File: config.mk
export PLATFORM = sky130hd
export DESIGN_NAME = pipe_wb_regfile
export DESIGN_NICKNAME = d
export VERILOG_FILES = /design/src/rtl/pipe_wb_regfile.sv
export SDC_FILE = /design/constraint.sdc
export NUM_CORES = 1
export LEC_CHECK = 0
export CAP_MARGIN = 10
export CORE_ASPECT_RATIO = 0.6
export CORE_MARGIN = 1
export CORE_UTILIZATION = 63
export CTS_CLUSTER_DIAMETER = 200
export CTS_CLUSTER_SIZE = 40
export DETAILED_ROUTE_END_ITERATION = 8
export PLACE_DENSITY = 0.95
export SYNTH_ARGS = -nofsm -noshare
export SYNTH_HDL_FRONTEND = slang
export SYNTH_SLANG_ARGS = --single-unit
File: constraint.sdc
create_clock -name clk -period 5.46 [get_ports clk]
set_input_delay 1.365 -clock clk [delete_from_list [all_inputs] [get_ports clk]]
set_output_delay 1.365 -clock clk [all_outputs]
set_load 0.01 [all_outputs]
File: src/rtl/pipe_wb_regfile.sv
// pipe_wb_regfile: write-back stage and 8x64 register file (1 write, 2 read) with a pending-write scoreboard.
// Defining WRITE_BYPASS_EN adds write-first forwarding from the write port onto both read ports.
module pipe_wb_regfile #(
   parameter int DATA_W = 64,
   parameter int ADDR_W = 3,
   parameter int NREG   = 8
) (
   input  logic              clk,
   input  logic              reset,
   input  logic              en,
   input  logic              WRegEn_in,
   input  logic [ADDR_W-1:0] WReg1_in,
   input  logic [DATA_W-1:0] Wdata_in,
   input  logic [ADDR_W-1:0] RAddr1,
   input  logic [ADDR_W-1:0] RAddr2,
   output logic [DATA_W-1:0] RData1,
   output logic [DATA_W-1:0] RData2,
   input  logic              sb_set_en,
   input  logic [ADDR_W-1:0] sb_set_addr,
   output logic [NREG-1:0]   busy,
   output logic              hazard1,
   output logic              hazard2
);

   logic [DATA_W-1:0] r_regs [NREG];
   logic [NREG-1:0]   r_busy;

   logic              w_commit;
   logic [NREG-1:0]   w_set;
   logic [NREG-1:0]   w_clr;
   logic              w_byp1;
   logic              w_byp2;

   assign w_commit = en & WRegEn_in;

   always_comb begin
      w_set = '0;
      w_clr = '0;
      w_set[sb_set_addr] = sb_set_en;
      w_clr[WReg1_in]    = w_commit;
   end

   always_ff @(posedge clk or negedge reset) begin
      if (!reset) begin
         for (int unsigned i = 0; i < NREG; i++) begin
            r_regs[i] <= '0;
         end
      end else if (w_commit) begin
         r_regs[WReg1_in] <= Wdata_in;
      end
   end

   // Clear is applied before set so a new producer issued in the commit cycle keeps its bit.
   always_ff @(posedge clk or negedge reset) begin
      if (!reset) begin
         r_busy <= '0;
      end else if (en) begin
         r_busy <= (r_busy & ~w_clr) | w_set;
      end
   end

`ifdef WRITE_BYPASS_EN
   assign w_byp1 = w_commit & (WReg1_in == RAddr1);
   assign w_byp2 = w_commit & (WReg1_in == RAddr2);
`else
   assign w_byp1 = 1'b0;
   assign w_byp2 = 1'b0;
`endif

   assign RData1  = w_byp1 ? Wdata_in : r_regs[RAddr1];
   assign RData2  = w_byp2 ? Wdata_in : r_regs[RAddr2];
   assign busy    = r_busy;
   assign hazard1 = r_busy[RAddr1] & ~w_byp1;
   assign hazard2 = r_busy[RAddr2] & ~w_byp2;

endmodule
==> impl_metrics.yaml <==
clock_tree:
  postCtsHoldBufs: 0
  clock_sinks: 520
  cts_tree: "done"
  worstSkewPairLatency_ns: 0.56
  cts_setup_buffers: 0
  clk_pin_slew_ns: 0.13
  cts_buffers: 16
  cts_max_level: 1
  cts_resized: 0
  cts_root_buf: "clkbuf_16"
  clock_path_buffers: 3
power_and_ir_drop:
  total_power_mw: 10.6
  sequentialPowerShare_pct: 51.6
  swShare_pct: 28.4
  switchingPower_mw: 3.00
  clkPwrFrac_pct: 16.0
  peakVddDrop_v: 0.000227
  power_leakage_nw: 12.2
  p_per_area_nw_per_um2: 349
  p_int_mw: 7.57
  combPwrFrac_pct: 32.4
hold_path:
  hold_class: "flip-flop to flip-flop"
  hold_depth: 1
sta:
  setup_viol: 0
  worst_slack_ns: 0.669
  fin_crit_sh_pct: 87.8
  timing.fmax_mhz: 209
  rsz0062_at_grt: "no"
  skew_ns: 0
  tightestPinTransition_ns: 0.987
  finalHoldViolCount: 0
  setup_tns_ns: 0
  slew_violations: 0
  worst_hold_slack_ns: 0.540
  maxSlewHeadroom_pct: 34.2
  fin_crit_ns: 4.79
floorplanning:
  start_util_pct: 64.1
  row_count: 58
  die_height_um: 162
  design.core.area_um2: 42000
  fp.dieW_um: 269
  die-area_um2: 43600
  pin_count: 219
yosys:
  synthSimpleGateAreaFrac_pct: 0.455
  synth_area_leaders: "dfrtp_1 48%, mux2_2 27%, mux4_2 22%, buf_2 1.2%, clkbuf_1 0.57%"
  synthMuxAreaShare_pct: 48.6
  syn_inst: 1577
  synthArstFlopShare_pct: 100
  synth_edf_count: 0
  syn_area_um2: 26900
  synth_xor_xnor_area_share_pct: 0
  yosys_register_bits: 520
  synthDistinctLibCells: 20
  synth_top_family_by_area: "multiplexers"
  avgSynthCellArea_um2: 17.1
  synth-main-ff-cell: "dfrtp_1"
  syn_nets: 1658
  yosysMostFrequentCell: "mux2_2"
  yosys.area.top_type: "dfrtp_1"
  synth_fa_ha_area_share_pct: 0
  synth_compound_area_share_pct: 0.288
  yosysTopAreaCellShare_pct: 48.3
  yosys_warnings: 0
  ys_seq_area_share_pct: 48.3
  yosys-top-cells-count: "639 x mux2_2, 520 x dfrtp_1, 260 x mux4_2"
routing:
  vias: 15898
  drc: 0
  dr.pass1.iters: 5
  wl_um: 64500
  avgRoutedWirePerCell_um: 28.0
  first_iter_violations: 1259
  ant_nets: 0
  routed_via_density: 6.89
setup_path:
  slowest_stage: "mux4_2"
  critPathLaunchType: "primary input"
  r2r_setup_slack_ns: 4.62
  critPathMaxFanout: 39
  worstSetupPathType: "primary input to output pin"
  ff2ff_path_depth: 1
  slowest_delay_ns: 0.55
  crit_required_ns: 4.09
  arrival_ns: 3.43
  path_cells: "clkbuf_8, buf_12, mux4_2, mux2_2, clkdlybuf4s50_1"
  cp-end-kind: "output pin"
place:
  portBuffers: 218
  place_inst: 2286
  place_congestion: 0.835
  place_ws_ns: 0.638
  place_area_um2: 29900
  hpwlAfterDp_um: 40400
global_route:
  grt_usage_pct: 30.4
  grt_pass1_wl_um: 101000
  grt_max_degree: 117
  overflow: 0
  antenna_found_initial: 5
  first_global_vias: 17016
final_layout:
  drive_gt1_share_pct: 56.4
  fin_nets: 1815
  final_cells: 2306
  fin_util_pct: 72.1
  final_cell_area_um2: 30300
  areaGrowthSynthToFinish_pct: 12.6
run_status:
  status: "completed"
run:
  cap_violations: 0
[flip-flops by register name (all words and copies together) (netlist names)]
signal / cells
r_regs: 512
busy: 8
[layout by cell type (no fill, tap or decap), drive strengths merged]
| cell | n |
|---|---|
| diode | 3 |
| nor2 | 6 |
| clkbuf | 19 |
| o21ai | 12 |
| nand3b | 2 |
| o2bb2ai | 2 |
| mux4 | 260 |
| nand2 | 2 |
| dfrtp | 520 |
| or3 | 2 |
| buf | 48 |
| clkdlybuf4s50 | 211 |
| or2 | 1 |
| mux2 | 642 |
| nand2b | 4 |
| nand3 | 2 |
[final cells by class]
| type | instances | area, um^2 |
|---|---|---|
| multi-input cells | 935 | 13300 |
| flip-flops and latches | 520 | 13000 |
| fillers | 2497 | 11700 |
| repair buffers | 261 | 2820 |
| well taps | 570 | 713 |
| clock buffers | 17 | 425 |
| diodes | 3 | 7.51 |
[critical path, delay by kind of cell]
family   cells  cell delay, ns
mux          2            0.87
buf+inv      3            1.15
[kinds of logic (layout without fill, tap and decap cells)]
| family | count (synthesis) | in the layout |
|---|---|---|
| other | 0 | 3 |
| AOI/OAI and AO/OA | 14 | 14 |
| buffers and inverters | 122 | 278 |
| muxes | 902 | 902 |
| and+or+nand+nor | 19 | 19 |
| DFF | 520 | 520 |
[routing by layer]
layer | vias up | track usage, % | share of wire [%]
met2 | 610 | 50.8 | 51
met5 | - | 0 | 0.053
met1 | 8738 | 42.9 | 41
met3 | 91 | 4.28 | 5.5
li1 | 6455 | - | -
met4 | 4 | 7.21 | 1.9
[path summary, 6_finish.rpt]
path | endpoint | startpoint
min in group asynchronous | r_regs[310] | reset
max in group asynchronous | r_regs[476] | reset
min | r_regs[224] | r_regs[224]
max | RData1[46] | RAddr1[0]
min reg2reg | r_regs[224] | r_regs[224]
max reg2reg | r_regs[494] | r_regs[494]
[power groups by stage]
| stage | logic (mW) | clock network, mW | registers, mW |
|---|---|---|---|
| floorplan | 2.24 | 0 | 5.23 |
| global placement | 3.30 | 0 | 5.37 |
| detailed placement | 3.43 | 0 | 5.50 |
| CTS | 3.45 | 1.71 | 5.42 |
| global route | 3.63 | 1.83 | 5.56 |
| finish | 3.42 | 1.69 | 5.46 |
No activity file was read; power rests on OpenSTA's default activity.
